<file path="src/rtl/mcsb_pkg.sv">
// Shared types and helpers for the multi-channel tracking scoreboard.
package mcsb_pkg;

    typedef enum logic [1:0] {
        IDLE,
        TRACK,
        DONE
    } state_e;

    localparam int MODE_FIFO = 0;
    localparam int MODE_LIFO = 1;

    function automatic int occ_width(input int depth);
        return $clog2(depth + 1);
    endfunction

endpackage

</file>
<file path="src/rtl/mcsb_channel.sv">
// One scoreboard channel: shadow occupancy, tracked-element FSM and
// per-cycle environment-violation detection.
module mcsb_channel
    import mcsb_pkg::*;
#(
    parameter int WIDTH = 8,
    parameter int DEPTH = 4,
    parameter int MODE  = MODE_FIFO
) (
    input  logic             clk,
    input  logic             rst,
    input  logic             start_i,
    input  logic             push_i,
    input  logic             pop_i,
    input  logic [WIDTH-1:0] data_in_i,
    input  logic [WIDTH-1:0] data_out_i,
    output logic             full_o,
    output logic             empty_o,
    output logic             done_o,
    output logic             ok_o,
    output logic             viol_o
);

    localparam int OW = occ_width(DEPTH);
    localparam logic [OW-1:0] OCC_MAX = OW'(DEPTH);
    localparam logic [OW-1:0] ONE     = OW'(1);

    state_e           state_q, state_d;
    logic [OW-1:0]    occ_q, occ_d;
    logic [OW-1:0]    ahead_q, ahead_d;
    logic [WIDTH-1:0] trk_q, trk_d;
    logic             match_q, match_d;
    logic             is_full, is_empty;

    assign is_full  = (occ_q == OCC_MAX);
    assign is_empty = (occ_q == '0);

    // Illegal push/pop are absorbed here, so occ saturates instead of wrapping.
    always_comb begin
        occ_d = occ_q;
        if (push_i && !pop_i && !is_full) begin
            occ_d = occ_q + ONE;
        end else if (pop_i && !push_i && !is_empty) begin
            occ_d = occ_q - ONE;
        end
    end

    // NOTE: every next-state variable gets its hold value first, so no path
    // through the case statement can leave one unassigned and infer a latch.
    always_comb begin
        state_d = state_q;
        ahead_d = ahead_q;
        trk_d   = trk_q;
        match_d = match_q;
        case (state_q)
            IDLE: begin
                if (start_i && push_i) begin
                    trk_d   = data_in_i;
                    state_d = TRACK;
                    if (MODE == MODE_FIFO) begin
                        ahead_d = (pop_i && !is_empty) ? occ_q - ONE : occ_q;
                    end else begin
                        ahead_d = '0;
                    end
                end
            end
            TRACK: begin
                if (pop_i && ahead_q == '0) begin
                    match_d = (data_out_i == trk_q);
                    state_d = DONE;
                end else if (MODE == MODE_LIFO) begin
                    if (push_i && !pop_i && ahead_q != OCC_MAX) begin
                        ahead_d = ahead_q + ONE;
                    end else if (pop_i && !push_i) begin
                        ahead_d = ahead_q - ONE;
                    end
                end else if (pop_i) begin
                    ahead_d = ahead_q - ONE;
                end
            end
            DONE:    state_d = DONE;
            default: state_d = IDLE;
        endcase
    end

    // NOTE: state uses non-blocking assignments so every register samples the
    // pre-edge values computed above, independent of statement order.
    always_ff @(posedge clk) begin
        if (rst) begin
            state_q <= IDLE;
            occ_q   <= '0;
            ahead_q <= '0;
            trk_q   <= '0;
            match_q <= 1'b0;
        end else begin
            state_q <= state_d;
            occ_q   <= occ_d;
            ahead_q <= ahead_d;
            trk_q   <= trk_d;
            match_q <= match_d;
        end
    end

    assign full_o  = is_full;
    assign empty_o = is_empty;
    assign done_o  = (state_q == DONE);
    assign ok_o    = !done_o || match_q;
    assign viol_o  = (push_i && is_full) || (pop_i && is_empty)
                   || ((MODE == MODE_LIFO) && push_i && pop_i);

endmodule

</file>
<file path="src/rtl/multi_channel_scoreboard.sv">
// NCH independent tracking channels with a global safety property and a
// sticky environment-violation flag.
module multi_channel_scoreboard
    import mcsb_pkg::*;
#(
    parameter int WIDTH = 8,
    parameter int DEPTH = 4,
    parameter int NCH   = 2,
    parameter int MODE  = MODE_FIFO
) (
    input  logic                 clk,
    input  logic                 rst,
    input  logic                 start,
    input  logic [NCH-1:0]       push,
    input  logic [NCH-1:0]       pop,
    input  logic [NCH*WIDTH-1:0] data_in,
    input  logic [NCH*WIDTH-1:0] data_out,
    output logic [NCH-1:0]       full,
    output logic [NCH-1:0]       empty,
    output logic [NCH-1:0]       chk_done,
    output logic                 prop_signal,
    output logic                 env_violation
);

    logic [NCH-1:0] ok;
    logic [NCH-1:0] viol;
    logic           env_q, env_d;

    for (genvar c = 0; c < NCH; c++) begin : g_ch
        mcsb_channel #(
            .WIDTH (WIDTH),
            .DEPTH (DEPTH),
            .MODE  (MODE)
        ) u_ch (
            .clk        (clk),
            .rst        (rst),
            .start_i    (start),
            .push_i     (push[c]),
            .pop_i      (pop[c]),
            .data_in_i  (data_in[c*WIDTH +: WIDTH]),
            .data_out_i (data_out[c*WIDTH +: WIDTH]),
            .full_o     (full[c]),
            .empty_o    (empty[c]),
            .done_o     (chk_done[c]),
            .ok_o       (ok[c]),
            .viol_o     (viol[c])
        );
    end

    assign env_d = env_q || (|viol);

    always_ff @(posedge clk) begin
        if (rst) begin
            env_q <= 1'b0;
        end else begin
            env_q <= env_d;
        end
    end

    assign prop_signal   = &ok;
    assign env_violation = env_q;

endmodule

</file>
<file path="config.mk">
export PLATFORM = sky130hd
export DESIGN_NAME = multi_channel_scoreboard
export DESIGN_NICKNAME = d
export VERILOG_FILES = /design/src/rtl/mcsb_pkg.sv /design/src/rtl/mcsb_channel.sv /design/src/rtl/multi_channel_scoreboard.sv
export SDC_FILE = /design/constraint.sdc
export NUM_CORES = 1
export LEC_CHECK = 0
export ABC_AREA = 1
export ABC_CLOCK_PERIOD_IN_PS = 1300
export CAP_MARGIN = 0
export CORE_MARGIN = 3
export CORE_UTILIZATION = 46
export DETAILED_ROUTE_END_ITERATION = 6
export PLACE_DENSITY = 0.81
export SYNTH_ARGS = -nofsm -noshare
export SYNTH_HDL_FRONTEND = slang
export SYNTH_SLANG_ARGS = --single-unit
</file>
<file path="constraint.sdc">
create_clock -name clk -period 1.3 [get_ports clk]
set_input_delay 0.26 -clock clk [delete_from_list [all_inputs] [get_ports clk]]
set_output_delay 0.26 -clock clk [all_outputs]
set_load 0.05 [all_outputs]
</file>
## After elaboration in Yosys (flattened, before gate mapping)

Index checks and enable logic that the tools add are counted.

- Word-level logic and storage cells: 106
- Input bits: 39
- Flip-flop bits (word level): 35
- Output and inout port bits: 8

- Eq/ne operators: 16
- Add/sub/neg operators: 6
- Mux-type cells: 20
- Reductions and logical operators: 53

Operators with widths:

| cell | number |
|---|---|
| 2-to-1 mux 3 bit | 12 |
| logical AND 1 bit | 18 |
| equality test 8 bit | 2 |
| AND reduction 2 bit | 7 |
| zero test 3 bit | 4 |
| case mux 2 bit (3 select lines) | 2 |
| case mux 3 bit (2 select lines) | 2 |
| subtractor 3 x 1 -> 3 bit (second input constant) | 4 |
| zero test 1 bit | 10 |
| 2-to-1 mux 2 bit | 4 |
| inequality test 2 x 1 -> 1 bit (second input constant) | 4 |
| inequality test 2 bit (second input constant) | 4 |
| AND reduction 4 bit | 2 |
| nonzero test 2 bit | 4 |
| adder 3 x 1 -> 3 bit (second input constant) | 2 |
| equality test 3 bit (second input constant) | 2 |
| logical OR 1 bit | 5 |
| equality test 2 x 1 -> 1 bit (second input constant) | 2 |
| equality test 2 bit (second input constant) | 2 |
| zero test 2 bit | 2 |
| OR reduction 2 bit | 1 |

## Longest topological paths before layout

- Depth after elaboration: 6
- Mapped depth: 10
- Depth with buffers taken out: 10

## Modules after synthesis

From an unflattened synthesis, not the netlist that was laid out.

- Cell total of the unflattened synthesis: 320
- Area total of the unflattened synthesis: 2,224.6 um2

By module, submodules not included:

| module | cells each | seq. area each (um2) | times used | area each (um2) |
|---|---|---|---|---|
| mcsb_channel | 157 | 340.3 | 2 | 1,092.3 |
| multi_channel_scoreboard | 6 | 20.0 | 1 | 40.0 |

## Least setup slack after synthesis

No wires, ideal clock.

- Path kind: register to output
- From: register g_ch[1].u_ch.state_q[0]
- To: output prop_signal
- Path buffers: 0
- Data arrival time: 1.014 ns
- Required time: 1.040 ns
- Stages on the path, launching flop included: 6
- Setup slack: 0.026 ns
- Cell sequence: dfxtp_1 -> inv_1 -> ha_1 -> nand2_1 -> o21ai_0 -> inv_1

- Word-level cells in the longest chain between the ends: 4

Ends and longest elaborated chain:

| item | line | text |
|---|---|---|
| from (decl) | mcsb_channel.sv:28 | `state_e state_q, state_d;` |
| from (signal assigned) | mcsb_channel.sv:96 | `state_q <= state_d;` |
| equality test 2 bit | mcsb_channel.sv:106 | `assign done_o = (state_q == DONE);` |
| net g_ch[1].u_ch.done_o | mcsb_channel.sv:19 | `output logic done_o,` |
| zero test 1 bit | mcsb_channel.sv:107 | `assign ok_o = !done_o \|\| match_q;` |
| logical OR 1 bit | mcsb_channel.sv:107 |  |
| AND reduction 2 bit | multi_channel_scoreboard.sv:60 | `assign prop_signal = &ok;` |
| to (decl) | multi_channel_scoreboard.sv:21 | `output logic prop_signal,` |

The timed path passes the listed nets, and every way through them passes these cells.

## Final worst setup path

- From: register g_ch[1].u_ch.state_q[1]
- To: output prop_signal

- Word-level cells in the longest chain between the ends: 4

Ends and longest elaborated chain:

| item | line |
|---|---|
| equality test 2 bit | mcsb_channel.sv:106 |
| zero test 1 bit | mcsb_channel.sv:107 |
| logical OR 1 bit | mcsb_channel.sv:107 |
| AND reduction 2 bit | multi_channel_scoreboard.sv:60 |

Every way passes these cells.

==> summary.md <==
| Metric | Value |
|---|---|
| Outcome | finished with violations |
| Violated checks | setup timing |
| Skew final | 6.46 ps |
| Placed wire-length estimate | 3970 um |
| Commonest non-fill, non-tap cell in the layout | nand2_1 |
| Most frequent cells in the layout | nand2_1 (66), inv_1 (37), clkdlybuf4s50_1 (35) |
| Sw Ratio | 42.6% |
| Max Fclk | 0.679 GHz |
| Port Buffers | 46 |
| Post-route minimum period | 1470 ps |
| VDD IR max | 1.15 mV |
| Worst Setup SP | g_ch[1].u_ch.state_q[1]$_SDFFE_PP0P_ |
| Rel. slew slack | 78.5% |
| Worst reg-to-reg setup slack | -120 ps |
| RSZ-0062 raised after global routing | true |
| Seq/Total Area, Yosys | 30.8% |
| Origin of the critical flop-to-flop path | g_ch[1].u_ch.state_q[1]$_SDFFE_PP0P_ |
| Clock Sinks | 35 |
| Highest routed layer | met4 |
| Hold/Removal Path Class | input port to flop |
| GR Util All Layers | 20.7% |
| Worst min-delay path startpoint | pop[0] |
| Initial core utilization | 49.8% |
| Metal-1 WL | 2750 um |
| Crit path kind | flop to output pin |
| Cells after synthesis | 334 |
| FF+latch count, synth | 35 |
| Cts hold-fix bufs | 0 |
| Count of cell types in the netlist | 25 |
| Met2 Wirelength | 3280 um |
| Clock network fraction of total power | 15.8% |
| Design Area, Final | 3560 um2 |
| Net Sw Power | 2.75 mW |
| Clock Tree Buf Depth | 2 |
| CTS clk-pin slew, worst paths | 80 ps |
| Synthesized Nets | 390 |
| Die area | 5820 um2 |
| Number of global-route vias before repair | 2295 |
| Die Wd | 76.3 um |
| CP Launch Type | flop |
| Share of cells above drive strength 1 | 33.7% |
| DRC | 0 |
| Filler Cells Inserted | 317 |
| Initial DRC count | 92 |
| Synth warn | 0 |
| Vias post-DR | 2385 |
| WP data required | 1040 ps |
| I/O pins | 47 |
| Initial antenna violation count | 0 |
| Metal3 WL | 328 um |
| Core Box Area | 4560 um2 |
| Worst R2R End | g_ch[1].u_ch.match_q$_SDFFE_PP0P_ |
| Largest net degree at the start of global routing | 27 |
| Synth Cell Area | 2270 um2 |
| Avg Inst Size Synth | 6.80 um2 |
| Chip height | 76.3 um |
| Row Count | 24 |
| Max-cap violations | 0 |
| WL/cell | 13.7 um |
| First-pass GRT wire length | 10000 um |
| CP endpoint | prop_signal |
| Pwr dens | 1810 nW/um2 |
| Final setup margin | -172 ps |
| Vias per cell | 4.99 |
| ANT nets after route | 0 |
| CP Capture Type | output pin |
| CTS tree | yes |
| Placed inst area | 3020 um2 |
| Final setup fails | 20 |
| Final Hold Vio Count | 0 |
| Slew Limit Fails | 0 |
| Pre-CTS WS | -224 ps |
| Reg power frac | 23.9% |
| Fin crit share | 113% |
| Logic pwr share | 60.4% |
| CP max FO | 2 |
| Antenna diode count | 0 |
| Worst-margin pin slew | 323 ps |
| Placer Congestion | 0.912 |
| Area grow syn2layout | 56.9% |
| P_int | 3.70 mW |
| GR Overflow Total | 0 |
| Clk Latency, worst-skew pair | 300 ps |
| Router iterations before antenna repair | 4 |
| TritonCTS buffer count | 5 |
| R2r worst-path depth | 6 |
| H-tree level count | 2 |
| Nets@finish | 468 |
| Clk root buf | clkbuf_8 |
| Total Routed Length | 6530 um |
| Leak Pwr | 1.63 nW |
| Critical path arrival | 1210 ps |
-- Yosys cell counts --
master	number	area, um2
o21ai_1	1	5.00
nand3_2	4	40.0
nand2_2	5	31.3
xor2_1	2	17.5
o22ai_1	1	6.26
dfxtp_1	35	701
inv_1	51	191
nand2_4	3	33.8
a21oi_4	1	16.3
buf_2	3	15.0
clkbuf_1	2	7.51
nor2_1	27	101
ha_1	17	213
nand3_1	6	30.0
nand4_1	5	31.3
buf_4	7	52.6
xnor2_1	13	114
o21bai_1	3	22.5
clkinv_4	1	8.76
o21ai_0	30	150
o21ai_2	1	8.76
clkinv_2	1	5.00
a21oi_1	31	155
inv_2	7	26.3
nand2_1	77	289
-- flip-flops by register name, summed over array words and instances, names as in the netlist --
register	cells
env_violation	1
g_ch.u_ch.ahead_q	6
g_ch.u_ch.match_q	2
g_ch.u_ch.occ_q	6
g_ch.u_ch.state_q	4
g_ch.u_ch.trk_q	16
-- worst min-delay path by stage --
| stage | end | slack [ps] | cells past startpoint |
|---|---|---|---|
| floorplan | env_violation$_SDFF_PP0_ | 330 | 1 |
| global placement | g_ch[0].u_ch.trk_q[1]$_SDFFE_PP0P_ | 440 | 2 |
| detailed placement | g_ch[0].u_ch.trk_q[7]$_SDFFE_PP0P_ | 450 | 2 |
| CTS | g_ch[0].u_ch.trk_q[7]$_SDFFE_PP0P_ | 460 | 2 |
| global route | env_violation$_SDFF_PP0_ | 370 | 3 |
| finish | env_violation$_SDFF_PP0_ | 370 | 3 |
-- final cells by class --
class	instances	area, um2	area share (%)
clock buffer	5	68.8	1.93
clock inverter	3	43.8	1.23
inverter	60	248	6.95
multi-input combinational	227	1550	43.3
sequential	35	712	20.0
tap	65	81.3	2.28
timing repair buffer	83	866	24.3
-- worst max-delay path, cell delays in order (launching register included) --
cell and delay (ps):
dfxtp_2 330, buf_6 110, ha_4 170, nand2_4 50
o21ai_2 50, inv_2 60, buf_12 130
-- cell families (layout without fill, tap and decap cells) --
group                      Yosys count  after routing  synth area share (%)
and+or+nand+nor                    127            127                  24.5
buffers and inverters               72            151                  13.5
AOI/OAI and AO/OA                   68             68                  16.0
DFF                                 35             35                  30.8
adders and majority gates           17             17                  9.36
xor gates and xnor gates            15             15                  5.78
-- layer usage --
metal | track usage (%) | up-vias
li1 | - | 1193
met1 | 25.4 | 1091
met2 | 35.8 | 77
met3 | 5.44 | 24
met4 | 5.43 | 0
met5 | 0 | -
-- power by group through the flow --
stage               sequential, mW  clock (mW)  combinational [mW]
floorplan                     1.50           0                1.95
global placement              1.49           0                2.86
detailed placement            1.50           0                2.94
CTS                           1.52        1.02                3.34
global route                  1.57        1.06                4.25
finish                        1.54        1.02                3.90
-- through the flow --
stage	setup TNS (ps)	util (%)	cells	power (mW)	hold slack, ps
after CTS	-672	73.2	473	5.88	458
final	-1630	78.1	478	6.46	365
after detailed placement	-5840	66.1	458	4.45	446
after global placement	-4580	66.1	458	4.35	443
after global routing	-3250	78.1	478	6.88	373
after floorplan	0	-	334	3.46	329
-- what timing repair did --
item / CTS / global route
setup buffers: 9 / 4
gates cloned: 0 / 1
endpoints found under the setup margin: 24 / 41
pin swaps: 15 / 18
gates resized for setup: 59 / 66
Power figures use the tool's default switching activity.
